`src/rtl/sysid_read_arbiter_pkg.sv`:
```
// Shared types and helpers for the system-ID read arbiter: FSM state
// encoding, default bus widths and the round-robin pick function.
package sysid_arb_pkg;

  // Largest supported master count; grant indices are sized for it.
  localparam int MAX_MASTERS    = 8;
  localparam int IDX_W          = 3;
  localparam int DEFAULT_DATA_W = 32;
  localparam int DEFAULT_ADDR_W = 1;

  typedef enum logic [1:0] {
    IDLE  = 2'd0,
    ISSUE = 2'd1,
    RESP  = 2'd2
  } state_t;

  // Return the first requester strictly after 'last' in cyclic order over
  // n masters. Scanning from the farthest candidate down lets the nearest
  // one overwrite the pick. With no request the result is 'last'.
  function automatic logic [IDX_W-1:0] next_rr(
    input logic [MAX_MASTERS-1:0] req,
    input logic [IDX_W-1:0]       last,
    input int                     n
  );
    logic [IDX_W-1:0] pick;
    logic [IDX_W-1:0] idx;
    pick = last;
    for (int k = MAX_MASTERS; k >= 1; k--) begin
      if (k <= n) begin
        idx = IDX_W'((int'(last) + k) % n);
        if (req[idx]) begin
          pick = idx;
        end
      end
    end
    return pick;
  endfunction

endpackage

```
`src/rtl/sysid_read_arbiter_if.sv`:
```
// Bus bundle for the system-ID read arbiter: the per-master Avalon-MM read
// ports and the single ID-slave port. The arbiter uses the slave modport;
// the masters plus ID slave (or a testbench) use the master modport.
interface sysid_read_arbiter_if
  import sysid_arb_pkg::*;
#(
  parameter int NUM_MASTERS = 2,
  parameter int DATA_W      = DEFAULT_DATA_W,
  parameter int ADDR_W      = DEFAULT_ADDR_W
);

  logic [NUM_MASTERS-1:0]        m_read;
  logic [NUM_MASTERS*ADDR_W-1:0] m_address;
  logic [NUM_MASTERS-1:0]        m_waitrequest;
  logic [NUM_MASTERS*DATA_W-1:0] m_readdata;
  logic [NUM_MASTERS-1:0]        m_readdatavalid;
  logic [ADDR_W-1:0]             s_address;
  logic                          s_chipselect;
  logic [DATA_W-1:0]             s_readdata;

  modport slave (
    input  m_read,
    input  m_address,
    input  s_readdata,
    output m_waitrequest,
    output m_readdata,
    output m_readdatavalid,
    output s_address,
    output s_chipselect
  );

  modport master (
    output m_read,
    output m_address,
    output s_readdata,
    input  m_waitrequest,
    input  m_readdata,
    input  m_readdatavalid,
    input  s_address,
    input  s_chipselect
  );

endinterface

```
`src/rtl/sysid_read_arbiter_rr_arbiter.sv`:
```
// Combinational round-robin picker: given the request vector and the last
// granted index, returns the next master to serve and whether any request
// is pending.
module rr_arbiter
  import sysid_arb_pkg::*;
#(
  parameter int NUM_MASTERS = 2
) (
  input  logic [NUM_MASTERS-1:0] req,
  input  logic [IDX_W-1:0]       last_grant,
  output logic [IDX_W-1:0]       grant,
  output logic                   grant_valid
);

  logic [MAX_MASTERS-1:0] req_ext;

  // Pad the request vector to the fixed width the pick function expects.
  genvar gi;
  generate
    for (gi = 0; gi < MAX_MASTERS; gi++) begin : g_req
      if (gi < NUM_MASTERS) begin : g_used
        assign req_ext[gi] = req[gi];
      end else begin : g_pad
        assign req_ext[gi] = 1'b0;
      end
    end
  endgenerate

  assign grant       = next_rr(req_ext, last_grant, NUM_MASTERS);
  assign grant_valid = |req;

endmodule

```
`src/rtl/sysid_read_arbiter.sv`:
```
// Round-robin read arbiter sharing one zero-latency system-ID slave between
// NUM_MASTERS Avalon-MM read masters. Each access takes an ISSUE cycle
// (waitrequest low to the granted master, slave strobed) followed by a
// RESP cycle (registered data with a one-cycle readdatavalid pulse).
// Optional build macro SYSID_ARB_CACHE_EN adds a small per-address cache so
// repeat reads of an ID word skip the slave strobe with identical timing.
module sysid_read_arbiter
  import sysid_arb_pkg::*;
#(
  parameter int NUM_MASTERS = 2,
  parameter int DATA_W      = DEFAULT_DATA_W,
  parameter int ADDR_W      = DEFAULT_ADDR_W
) (
  input  logic                 clock,
  input  logic                 reset,
  sysid_read_arbiter_if.slave  bus
);

  state_t                        state_reg;
  logic [IDX_W-1:0]              grant_reg;
  logic [IDX_W-1:0]              last_grant_reg;
  logic [ADDR_W-1:0]             s_address_reg;
  logic                          s_chipselect_reg;
  logic [NUM_MASTERS-1:0]        waitreq_reg;
  logic [NUM_MASTERS-1:0]        rdv_reg;
  logic [NUM_MASTERS*DATA_W-1:0] rdata_reg;

  logic [IDX_W-1:0]              pick;
  logic                          pick_valid;
  logic [ADDR_W-1:0]             pick_addr;
  logic                          pick_hit;
  logic [NUM_MASTERS-1:0]        pick_onehot;
  logic [NUM_MASTERS-1:0]        grant_onehot;
  logic [DATA_W-1:0]             issue_data;

  rr_arbiter #(
    .NUM_MASTERS (NUM_MASTERS)
  ) u_rr_arbiter (
    .req         (bus.m_read),
    .last_grant  (last_grant_reg),
    .grant       (pick),
    .grant_valid (pick_valid)
  );

  // One-hot views of the candidate grant and of the grant being served.
  genvar gi;
  generate
    for (gi = 0; gi < NUM_MASTERS; gi++) begin : g_onehot
      assign pick_onehot[gi]  = (pick == IDX_W'(gi));
      assign grant_onehot[gi] = (grant_reg == IDX_W'(gi));
    end
  endgenerate

  // Address of the candidate master, registered into s_address on grant.
  always_comb begin
    pick_addr = '0;
    for (int i = 0; i < NUM_MASTERS; i++) begin
      if (pick == IDX_W'(i)) begin
        pick_addr = bus.m_address[i*ADDR_W +: ADDR_W];
      end
    end
  end

`ifdef SYSID_ARB_CACHE_EN
  localparam int DEPTH = 2 ** ADDR_W;

  logic [DATA_W-1:0] cache_mem [DEPTH];
  logic [DATA_W-1:0] cache_rd_reg;
  logic [DEPTH-1:0]  cache_valid_reg;
  logic              cache_fill;

  // A strobed ISSUE cycle is always a miss, so it refills that entry.
  assign cache_fill = (state_reg == ISSUE) && s_chipselect_reg;

  // Valid bits: cleared on reset, set by each fill.
  always_ff @(posedge clock or posedge reset) begin
    if (reset) begin
      cache_valid_reg <= '0;
    end else if (cache_fill) begin
      cache_valid_reg[s_address_reg] <= 1'b1;
    end
  end

  // Cache array with registered read; the read is launched on the grant
  // edge so the word is ready for the following ISSUE edge.
  always_ff @(posedge clock) begin
    if (cache_fill) begin
      cache_mem[s_address_reg] <= bus.s_readdata;
    end
    cache_rd_reg <= cache_mem[pick_addr];
  end

  assign pick_hit   = cache_valid_reg[pick_addr];
  // chipselect low in ISSUE means the grant was a hit.
  assign issue_data = s_chipselect_reg ? bus.s_readdata : cache_rd_reg;
`else
  assign pick_hit   = 1'b0;
  assign issue_data = bus.s_readdata;
`endif

  // Arbitration FSM; every bus output is driven straight from a register.
  always_ff @(posedge clock or posedge reset) begin
    if (reset) begin
      state_reg        <= IDLE;
      grant_reg        <= '0;
      last_grant_reg   <= IDX_W'(NUM_MASTERS - 1);
      s_address_reg    <= '0;
      s_chipselect_reg <= 1'b0;
      waitreq_reg      <= '1;
      rdv_reg          <= '0;
      rdata_reg        <= '0;
    end else begin
      case (state_reg)
        IDLE, RESP: begin
          rdv_reg <= '0;
          if (pick_valid) begin
            grant_reg        <= pick;
            s_address_reg    <= pick_addr;
            s_chipselect_reg <= !pick_hit;
            waitreq_reg      <= ~pick_onehot;
            state_reg        <= ISSUE;
          end else begin
            state_reg <= IDLE;
          end
        end
        ISSUE: begin
          s_chipselect_reg <= 1'b0;
          waitreq_reg      <= '1;
          rdv_reg          <= grant_onehot;
          last_grant_reg   <= grant_reg;
          for (int i = 0; i < NUM_MASTERS; i++) begin
            if (grant_reg == IDX_W'(i)) begin
              rdata_reg[i*DATA_W +: DATA_W] <= issue_data;
            end
          end
          state_reg <= RESP;
        end
        default: begin
          state_reg <= IDLE;
        end
      endcase
    end
  end

  assign bus.m_waitrequest   = waitreq_reg;
  assign bus.m_readdatavalid = rdv_reg;
  assign bus.m_readdata      = rdata_reg;
  assign bus.s_address       = s_address_reg;
  assign bus.s_chipselect    = s_chipselect_reg;

endmodule

```
`src/flat_wrapper.sv`:
```
// flat-port wrapper written by rule: the top's interface ports become plain ports
module sysid_read_arbiter_flat import sysid_arb_pkg::*;
#(
  parameter int NUM_MASTERS = 2,
  parameter int DATA_W      = DEFAULT_DATA_W,
  parameter int ADDR_W      = DEFAULT_ADDR_W
)
  (clock, reset, bus_m_read, bus_m_address, bus_s_readdata, bus_m_waitrequest, bus_m_readdata, bus_m_readdatavalid, bus_s_address, bus_s_chipselect);
  sysid_read_arbiter_if #(.NUM_MASTERS(NUM_MASTERS), .DATA_W(DATA_W), .ADDR_W(ADDR_W)) bus_i ();
  input  logic clock;
  input  logic reset;
  input wire logic [$bits(bus_i.m_read)-1:0] bus_m_read;
  input wire logic [$bits(bus_i.m_address)-1:0] bus_m_address;
  input wire logic [$bits(bus_i.s_readdata)-1:0] bus_s_readdata;
  output wire logic [$bits(bus_i.m_waitrequest)-1:0] bus_m_waitrequest;
  output wire logic [$bits(bus_i.m_readdata)-1:0] bus_m_readdata;
  output wire logic [$bits(bus_i.m_readdatavalid)-1:0] bus_m_readdatavalid;
  output wire logic [$bits(bus_i.s_address)-1:0] bus_s_address;
  output wire logic [$bits(bus_i.s_chipselect)-1:0] bus_s_chipselect;
  assign bus_i.m_read = bus_m_read;
  assign bus_i.m_address = bus_m_address;
  assign bus_i.s_readdata = bus_s_readdata;
  assign bus_m_waitrequest = bus_i.m_waitrequest;
  assign bus_m_readdata = bus_i.m_readdata;
  assign bus_m_readdatavalid = bus_i.m_readdatavalid;
  assign bus_s_address = bus_i.s_address;
  assign bus_s_chipselect = bus_i.s_chipselect;
  sysid_read_arbiter #(.NUM_MASTERS(NUM_MASTERS), .DATA_W(DATA_W), .ADDR_W(ADDR_W)) u_core (.clock(clock), .reset(reset), .bus(bus_i));
endmodule
```
`config.mk`:
```
export PLATFORM = sky130hd
export DESIGN_NAME = sysid_read_arbiter_flat
export DESIGN_NICKNAME = d
export VERILOG_FILES = /design/src/rtl/sysid_read_arbiter_pkg.sv /design/src/rtl/sysid_read_arbiter_if.sv /design/src/rtl/sysid_read_arbiter_rr_arbiter.sv /design/src/rtl/sysid_read_arbiter.sv /design/src/flat_wrapper.sv
export SDC_FILE = /design/constraint.sdc
export NUM_CORES = 1
export LEC_CHECK = 0
export CORE_MARGIN = 5
export CORE_UTILIZATION = 40
export CTS_CLUSTER_DIAMETER = 120
export DETAILED_ROUTE_END_ITERATION = 8
export DONT_BUFFER_PORTS = 1
export GPL_TIMING_DRIVEN = 0
export PLACE_DENSITY_LB_ADDON = 0.08
export SYNTH_ARGS = -nofsm -noshare
export SYNTH_HDL_FRONTEND = slang
export SYNTH_SLANG_ARGS = --single-unit
```
`constraint.sdc`:
```
create_clock -name clock -period 2.55 [get_ports clock]
set_input_delay 0.255 -clock clock [delete_from_list [all_inputs] [get_ports clock]]
set_output_delay 0.255 -clock clock [all_outputs]
set_load 0.01 [all_outputs]
```
==> results of run 1 <==
[kinds of logic after synthesis]
logic type      Yosys count  synth area share (%)
compound gates            9                  2.03
buf+inv                  14                  3.10
flops                    76                  63.0
mux                      66                  28.1
simple gates             17                  3.68
[worst paths after layout]
kind | slack, ps | start | to | cells after the start
max | 480 | u_core.state_reg[1]$_DFF_PP0_ | u_core.bus.m_readdata[11]$_DFFE_PP0P_ | 5
min | -10 | reset | u_core.bus.m_readdata[56]$_DFFE_PP0P_ | 1
max reg2reg | 480 | u_core.state_reg[1]$_DFF_PP0_ | u_core.bus.m_readdata[11]$_DFFE_PP0P_ | 5
min reg2reg | 490 | u_core.bus.m_waitrequest[0]$_DFFE_PP1P_ | u_core.bus.m_waitrequest[0]$_DFFE_PP1P_ | 2
max in group asynchronous | 1980 | reset | u_core.bus.m_readdata[39]$_DFFE_PP0P_ | 1
min in group clock | 60 | bus_m_read[1] | u_core.bus.s_address$_DFFE_PP0P_ | 1
[power by group through the flow]
stage | Combinational (uW) | Sequential [uW] | Clock [uW]
global placement | 864 | 2490 | 0
global route | 970 | 2540 | 1060
CTS | 913 | 2500 | 1020
detailed placement | 907 | 2520 | 0
floorplan | 800 | 2330 | 0
finish | 895 | 2480 | 984
[cells in the mapped netlist (2+ instances only)]
cell      n  area (sq um)
a21oi_1   3          15.0
and2_1    2          12.5
buf_2     3          15.0
buf_6     5          56.3
dfrtp_1  73          1830
dfstp_2   3          78.8
inv_1     5          18.8
mux2_2   36           405
mux2_4   29           435
nand2_1   5          18.8
nor2_1    2          7.51
[metal layers]
| metal | vias up | track usage, % |
|---|---|---|
| li1 | 656 | - |
| met1 | 795 | 13.9 |
| met2 | 63 | 21.8 |
| met3 | 12 | 7.19 |
| met4 | 0 | 7.02 |
| met5 | - | 0 |
[stage by stage]
| step | utilization, % | area [sq um] | setup slack [ps] | total power, uW | instances |
|---|---|---|---|---|---|
| finish | 46.2 | 3370 | 483 | 4360 | 297 |
| floorplan | - | 3020 | 362 | 3130 | 182 |
| detailed placement | 43.2 | 3150 | 449 | 3420 | 281 |
| CTS | 46.2 | 3370 | 440 | 4430 | 297 |
| global route | 46.2 | 3370 | 384 | 4570 | 297 |
| global placement | 43.2 | 3150 | -281 | 3360 | 281 |
[area by class of cell]
type / instances / area (sq um)
Buffer: 9 / 75.1
Clock buffer: 12 / 145
Clock inverter: 4 / 72.6
Fill cell: 688 / 3930
Inverter: 5 / 21.3
Multi-Input combinational cell: 92 / 1020
Sequential cell: 76 / 1910
Tap cell: 99 / 124
[critical path: stages (launching register included)]
cell and delay, ps:
dfrtp_1 410, nand2b_4 150, buf_6 120, nor4_2 500, buf_2 390, mux2_2 380
[placed cells by master (no fill, tap or decap), drive strengths merged, types with 2 or more instances in the layout]
master	n
nor2	2
dfrtp	73
buf	8
dfstp	3
nand2	5
mux2	65
inv	5
a21oi	3
bufinv	2
nand2b	2
clkbuf	13
and2	2
==> results.py, run 1 <==
metrics = {
    "status": {
        "outcome": "finished with violations",
        "violations": "hold timing",
    },
    "drt": {
        "met3_length_microns": 646,
        "initialDrtViolationCount": 26,
        "wirelength_microns": 6140,
        "highest_layer": "met4",
        "viasPerCell": 5.14,
        "wl_met2_microns": 3130,
        "drtPass1Iterations": 4,
        "met1_length_microns": 2230,
        "vias": 1526,
        "routedWlPerCell_microns": 20.7,
        "detail-route-antenna-nets": 0,
        "drc": 0,
    },
    "floorplanning": {
        "initial_core_util_pct": 41.5,
        "num_rows": 31,
        "die_area_sq_mm": 0.00940,
        "die_w_microns": 96.9,
        "top_level_ports": 108,
        "core_area_sq_mm": 0.00729,
        "fp.dieH_microns": 96.9,
    },
    "clocking": {
        "cts.sinks": 76,
        "cts_made_buffers": 9,
        "root_buffer": "clkbuf_8",
        "cts_hold_buf": 0,
        "cts_buffer_depth": 2,
        "postCtsSetupBuffers": 0,
        "cts_tree": "built",
        "cts_resized": 0,
        "clk_pin_slew_worst_paths_ps": 80,
        "htree_levels": 3,
        "clk_latency_ps": 340,
    },
    "synthesis": {
        "ys_async_sr_fraction_pct": 100,
        "syn-instance-count": 182,
        "post_synth_num_cell_types": 27,
        "netlist_area_sq_mm": 0.00302,
        "synth_seq_area_share_pct": 63.0,
        "yosys_register_bits": 76,
        "synthesis.nets": 220,
        "synth_ff_type": "dfrtp_1",
        "ys_warn_count": 0,
        "avgSynthCellArea_sq_um": 16.6,
        "synth_edf_count": 0,
    },
    "pwr": {
        "pwr-share-comb_pct": 20.6,
        "powerDensity_mw_per_mm2": 1290,
        "p_seq_share_pct": 56.9,
        "power.net_switching_uw": 1380,
        "total_leakage_power_uw": 0.00155,
        "peakVddDrop_v": 0.000496,
        "clkPwrFrac_pct": 22.6,
        "switching_share_pct": 31.8,
        "intPower_uw": 2970,
    },
    "global_route": {
        "grt_pass1_wl_microns": 9740,
        "grt-ovfl-total": 0,
        "grt_pass1_vias": 1692,
        "grt_max_degree": 77,
        "grt_use_total_pct": 13.4,
        "antenna_found_initial": 0,
    },
    "layout": {
        "syn_to_final_growth_pct": 11.4,
        "drive_above_1_share_pct": 48.0,
        "diodes": 0,
        "fin_nets": 231,
        "largest_register_ffs": 64,
    },
    "min_path": {
        "hp-class": "input pin to async pin",
    },
    "worst_setup_path": {
        "end_kind": "register",
        "critical_path_class": "register to register",
        "cp_max_fo": 10,
        "worstPathArrival_ps": 2280,
        "critPathRequiredTime_ps": 2770,
        "cp-start-kind": "register",
    },
    "sta": {
        "worstMarginPinSlew_ps": 907,
        "setup_violations": 0,
        "hold-worst-slack_ps": -11.7,
        "fin_skew_ps": 7.08,
        "slew_viol_final": 0,
        "fin_tns_setup_ps": 0,
        "finalHoldViolations": 13,
        "max_freq_mhz": 484,
        "period_share_pct": 81.0,
        "period_minus_slack_ps": 2070,
        "maxSlewHeadroom_pct": 39.5,
        "rsz0062_at_grt": "false",
    },
    "placement": {
        "hpwl_microns": 4450,
        "gp_congestion": 0.659,
        "port_buffers": 0,
    },
    "job": {
        "drv_cap": 0,
    },
}
No activity file was read; power rests on OpenSTA's default activity.
==> inputs of run 2 (changes only) <==
- clock period: 2.55 -> 1.74 ns (I/O delays scaled with it)
==> results.py, run 2 (synthesis results as in run 1) <==
metrics = {
    "layout": {
        "multiInputGateArea_sq_mm": 0.00103,
        "diodes": 0,
        "postLayoutCellArea_sq_mm": 0.00388,
        "seq_area_sq_mm": 0.00191,
        "drive_above_1_share_pct": 43.8,
        "layout_common_cells": "73 x dfrtp_1, 36 x mux2_2, 34 x dlygate4sd3_1, 29 x mux2_4, 10 x buf_4",
        "syn_to_final_growth_pct": 28.4,
        "fin_util_pct": 53.2,
        "fill_cells": 626,
        "fin_nets": 275,
        "largest_register_ffs": 64,
        "final_common_cell": "dfrtp_1",
        "instances_no_fill": 341,
    },
    "min_path": {
        "hp-class": "input pin to register",
    },
    "worst_setup_path": {
        "critPathRequiredTime_ps": 1960,
        "crit_slowest_cell": "or4b_4",
        "cp_max_fo": 10,
        "slowest_delay_ps": 520,
        "cp-start-kind": "register",
        "cp_cell_sequence": "nand2b_4 > or4b_4 > buf_6 > buf_12 > mux2_4",
        "end_kind": "register",
        "critical_path_class": "register to register",
        "worstPathArrival_ps": 2010,
        "reg2reg_slack_ps": -40,
    },
    "drt": {
        "drc": 0,
        "routedWlPerCell_microns": 19.6,
        "drtPass1Iterations": 3,
        "wirelength_microns": 6700,
        "detail-route-antenna-nets": 0,
        "vias": 1704,
        "viasPerCell": 5.00,
        "initialDrtViolationCount": 27,
    },
    "global_route": {
        "grt_max_degree": 41,
        "gr-usage-met2_pct": 25.3,
        "grt-ovfl-total": 0,
        "grt_pass1_vias": 2006,
        "met1_usage_pct": 15.0,
        "grt_pass1_wl_microns": 10900,
        "antenna_found_initial": 0,
        "use_met3_pct": 7.63,
        "grt_busiest_layer": "met2",
        "grt_use_total_pct": 14.8,
    },
    "sta": {
        "finalHoldViolations": 0,
        "maxSlewHeadroom_pct": 46.5,
        "hold-worst-slack_ps": 32.4,
        "slew_viol_final": 0,
        "worstMarginPinSlew_ps": 800,
        "fin_tns_setup_ps": -891,
        "final.setup.worst_slack_ps": -42.7,
        "setup_violations": 30,
        "period_minus_slack_ps": 1780,
        "period_share_pct": 102,
        "rsz0062_at_grt": "true",
        "fin_skew_ps": 7.49,
        "max_freq_mhz": 561,
    },
    "clocking": {
        "cts.sinks": 76,
        "cts_buffer_depth": 2,
        "clk_latency_ps": 340,
        "clk_pin_slew_worst_paths_ps": 80,
        "cts_made_buffers": 9,
        "cts_tree": "built",
        "htree_levels": 3,
        "root_buffer": "clkbuf_8",
    },
    "pwr": {
        "powerDensity_mw_per_mm2": 1700,
        "intPower_uw": 4480,
        "peakVddDrop_v": 0.000716,
        "power.net_switching_uw": 2130,
        "total_leakage_power_uw": 0.00177,
        "pwr-share-comb_pct": 23.1,
        "switching_share_pct": 32.2,
        "clkPwrFrac_pct": 21.9,
        "p_seq_share_pct": 55.0,
    },
    "floorplanning": {
        "top_level_ports": 108,
        "die_area_sq_mm": 0.00940,
        "core_area_sq_mm": 0.00729,
        "num_rows": 31,
        "die_w_microns": 96.9,
        "initial_core_util_pct": 41.5,
        "fp.dieH_microns": 96.9,
    },
    "status": {
        "violations": "setup timing",
        "outcome": "finished with violations",
    },
    "placement": {
        "port_buffers": 0,
        "dpl_cell_area_sq_mm": 0.00317,
        "placed_cells": 282,
        "gp_congestion": 0.669,
        "hpwl_microns": 4550,
    },
    "job": {
        "drv_cap": 0,
    },
}
-- run 2: worst max-delay path: cells and delay by family, from the launching register on --
kind / cells / cell delay [ps]
buffers and inverters: 2 / 300
DFF: 1 / 390
muxes: 1 / 290
and+or+nand+nor: 2 / 680
-- run 2: path summary, 6_finish.rpt --
path | start | endpoint | cells past startpoint
max | u_core.state_reg[1]$_DFF_PP0_ | u_core.bus.m_readdata[42]$_DFFE_PP0P_ | 5
min | bus_m_read[0] | u_core.bus.m_waitrequest[0]$_DFFE_PP1P_ | 2
max reg2reg | u_core.state_reg[1]$_DFF_PP0_ | u_core.bus.m_readdata[42]$_DFFE_PP0P_ | 5
min reg2reg | u_core.bus.m_waitrequest[0]$_DFFE_PP1P_ | u_core.bus.m_waitrequest[0]$_DFFE_PP1P_ | 2
max in group asynchronous | reset | u_core.bus.m_readdata[61]$_DFFE_PP0P_ | 3
min in group asynchronous | reset | u_core.bus.m_readdata[58]$_DFFE_PP0P_ | 2
-- run 2: area by class of cell --
type                            instances  share of cell area, %
Timing Repair Buffer                   46                   12.8
Clock buffer                           10                   3.29
Sequential cell                        76                   49.1
Multi-Input combinational cell         92                   26.6
Clock inverter                          6                   2.29
Buffer                                  7                   2.22
Inverter                                5                  0.580
Tap cell                               99                   3.19
-- run 2: stage by stage --
stage	worst slack, ps	total power (uW)
final	-42.7	6600
after global routing	-85.8	6940
after CTS	-76.3	6680
after detailed placement	-376	5020
after global placement	-319	4920
after floorplan	-63.0	4590
-- run 2: layer usage --
metal / routed length [microns] / share of wire [%]
met4: 105 / 1.6
met1: 2490 / 37
met5: 0 / 0
met3: 547 / 8.2
met2: 3550 / 53
-- run 2: what timing repair did --
action                                  4_1_cts  5_1_grt
hold buffers                                 34        0
pin swaps                                     1        1
endpoints found under the setup margin       60       58
gates resized for setup                      13        0
buffers inserted                              7        2
cloned                                        2        0
endpoints found under the hold margin        99        0
-- run 2: power groups by stage --
stage,clock [uW],sequential (uW),combinational [uW]
5_1_grt,1550,3740,1650
3_3_place_gp,0,3660,1260
6_report,1450,3630,1520
4_1_cts,1480,3660,1540
2_1_floorplan,0,3420,1170
3_5_place_dp,0,3690,1340
==> RTL edit (flow settings as in run 1) <==
Add a define of `SYSID_ARB_CACHE_EN`.
--- a/src/rtl/sysid_read_arbiter.sv
+++ b/src/rtl/sysid_read_arbiter.sv
@@ -4,6 +4,8 @@
 // RESP cycle (registered data with a one-cycle readdatavalid pulse).
 // Optional build macro SYSID_ARB_CACHE_EN adds a small per-address cache so
 // repeat reads of an ID word skip the slave strobe with identical timing.
+`define SYSID_ARB_CACHE_EN
+
 module sysid_read_arbiter
   import sysid_arb_pkg::*;
 #(
Function: changed (Yosys sat finds a counterexample within 4 cycles, from zero or initial values and one cycle with reset high).
==> RTL edit against run 1 <==
Wire length up 130%; area after synthesis up 110%; total power up 99%; worst hold slack better by 0.056 ns; clock power rose to 2.5 times the old value; critical path depth unchanged; final area up 130%; via count up 130%; sequential cell count up 100; largest power group unchanged; setup slack better by 0.029 ns; largest cell class unchanged.
==> RTL edit: results (changes against run 1) <==
Status
  • Status: finished clean

Timing
  • Slew HR: 58.0% (+18 points)
  • Skew final: 0.0101 ns (+0.00303 ns)

Worst setup path
  • Crit-path max FO: 18 (+8)
  • Critical-path top delay cell: nor2_4
  • Worst path arrival time: 2.17 ns (-0.11 ns)

Logic synthesis
  • Register area share after synthesis: 70.7% (+7.7 points)
  • Synth area leaders: dfrtp_1 30%, edfxtp_1 30%, dfxtp_1 9.9%, mux2_4 6.7%, mux2i_1 5.0%
  • Ys flop type: dfrtp_1
  • Synth unique cells: 35 (+30%)
  • Synth Instances: 437 (+140%)
  • Synth top area share: 29.8% (-31 points)
  • Post-Synth XOR/XNOR Area: 0% (unchanged)
  • Post-synth EDFFs: 64 (+64)
  • Synth Area in Compound Gates: 7.55% (+5.5 points)
  • Async S/R FF share, synth: 45.5% (-55 points)
  • Multiplexer share of the synthesized area: 12.4% (-16 points)
  • Syn nets: 475 (+120%)
  • Top cells by count, synth: 77 x dfrtp_1, 66 x nor2_1, 64 x edfxtp_1, 48 x a21oi_1

Clock network
  • Clock latency of the later-clocked register in the worst-skew pair: 0.43 ns (+0.09 ns)
  • Clock root cell: clkbuf_16
  • CTS Buf Count: 17 (+8)
  • H-tree depth: 4 (+1)
  • # hold bufs at CTS: 34 (+34)

Routing
  • Drt total wl: 14100 um (+130%)
  • Detailed Route Iter0 Violations: 183 (+600%)
  • DR pass1 iterations: 5 (+1)
  • Drt via density: 4.96 (-3.4%)

Final layout
  • Share of layout cells above drive strength 1: 24.5% (-23 points)
  • Final Non-Filler Cells: 722 (+140%)
  • Filler cell count: 1437 (+110%)
  • Nets: 531 (+130%)

Global route
  • Met1 GRT Util: 20.4% (+6.5 points)
  • First-pass GRT wire length: 22100 um (+130%)
  • Largest net degree at the start of global routing: 51 (-34%)
  • Vias in the first global route: 3904 (+130%)
  • Gr usage total: 15.9% (+2.5 points)
  • Global Route met3 Usage: 5.59% (-1.6 points)
  • Met2 Resource Use GR: 24.9% (+3.1 points)

Placement
  • Placed insts: 656 (+130%)
  • Post-DP HPWL: 9210 um (+110%)
  • Final GP Congestion: 0.735 (+12%)
  • Dpl ws: 0.461 ns (+0.0115 ns)

Power and ir drop
  • Leak pwr: 3.04 nW (+96%)
  • Net Sw Frac: 31.9% (+0.14 points)
  • Reg power frac: 51.2% (-5.7 points)
  • Max VDD drop: 0.478 mV (-3.5%)

Hold path
  • Worst Hold Class: in2reg
[RTL edit: worst register-to-register path, delay by kind of cell, from the launching register on]
| kind | cells | cell delay [ns] |
|---|---|---|
| buf+inv | 2 | 0.43 |
| flops | 1 | 0.41 |
| simple gates | 3 | 0.89 |
[RTL edit: layout make-up]
type                    count  share of cell area (%)
plain buffers              21                    2.18
well taps                 216                    3.49
inverters                   4                   0.227
clock buffers              20                    6.33
flip-flops and latches    176                    59.1
multi-input cells         236                    22.2
clock inverters            12                    1.02
repair buffers             37                    5.47
[RTL edit: per-stage QoR]
| stage | hold slack, ns | TNS [ns] | cell area, um^2 |
|---|---|---|---|
| 3_5_place_dp | 0.162 | 0 | 6830 |
| 5_1_grt | 0.0430 | 0 | 7730 |
| 3_3_place_gp | 0.354 | -72.11 | 6730 |
| 2_1_floorplan | 0.354 | 0 | 6460 |
| 4_1_cts | 0.0247 | 0 | 7730 |
| 6_report | 0.0443 | 0 | 7730 |
[RTL edit: cell families (layout without fill, tap and decap cells)]
group / count (synthesis) / count (layout)
DFF: 176 / 176
AOI/OAI and AO/OA: 77 / 77
buffers and inverters: 25 / 94
muxes: 65 / 65
and+or+nand+nor: 94 / 94
[RTL edit: path summary, 6_finish.rpt]
path	start	end	slack (ns)	cells past startpoint
setup / recovery	u_core.state_reg[1]$_DFF_PP0_	u_core.cache_mem[0][11]$_DFFE_PP_	0.51	5
hold / removal	bus_m_read[0]	u_core.bus.m_waitrequest[1]$_DFFE_PP1P_	0.04	2
setup reg to reg	u_core.state_reg[1]$_DFF_PP0_	u_core.cache_mem[0][11]$_DFFE_PP_	0.51	5
hold reg to reg	u_core.cache_valid_reg[0]$_DFFE_PP0P_	u_core.cache_valid_reg[0]$_DFFE_PP0P_	0.47	1
max in group asynchronous	reset	u_core.bus.m_waitrequest[1]$_DFFE_PP1P_	1.58	3
min in group asynchronous	reset	u_core.bus.m_readdata[41]$_DFFE_PP0P_	0.31	2
[RTL edit: power by group through the flow]
stage | clock network (mW) | registers (mW) | logic, mW
finish | 2.47 | 4.44 | 1.77
global route | 2.65 | 4.55 | 1.98
CTS | 2.52 | 4.47 | 1.81
detailed placement | 0 | 4.53 | 1.75
global placement | 0 | 4.51 | 1.68
floorplan | 0 | 4.34 | 1.38
[RTL edit: layer usage]
metal	vias to the layer above	share of wire (%)	wire [um]
li1	1651	-	-
met1	1829	43	6110
met2	85	48	6830
met3	19	6.8	960
met4	0	1.5	213
met5	-	0	0
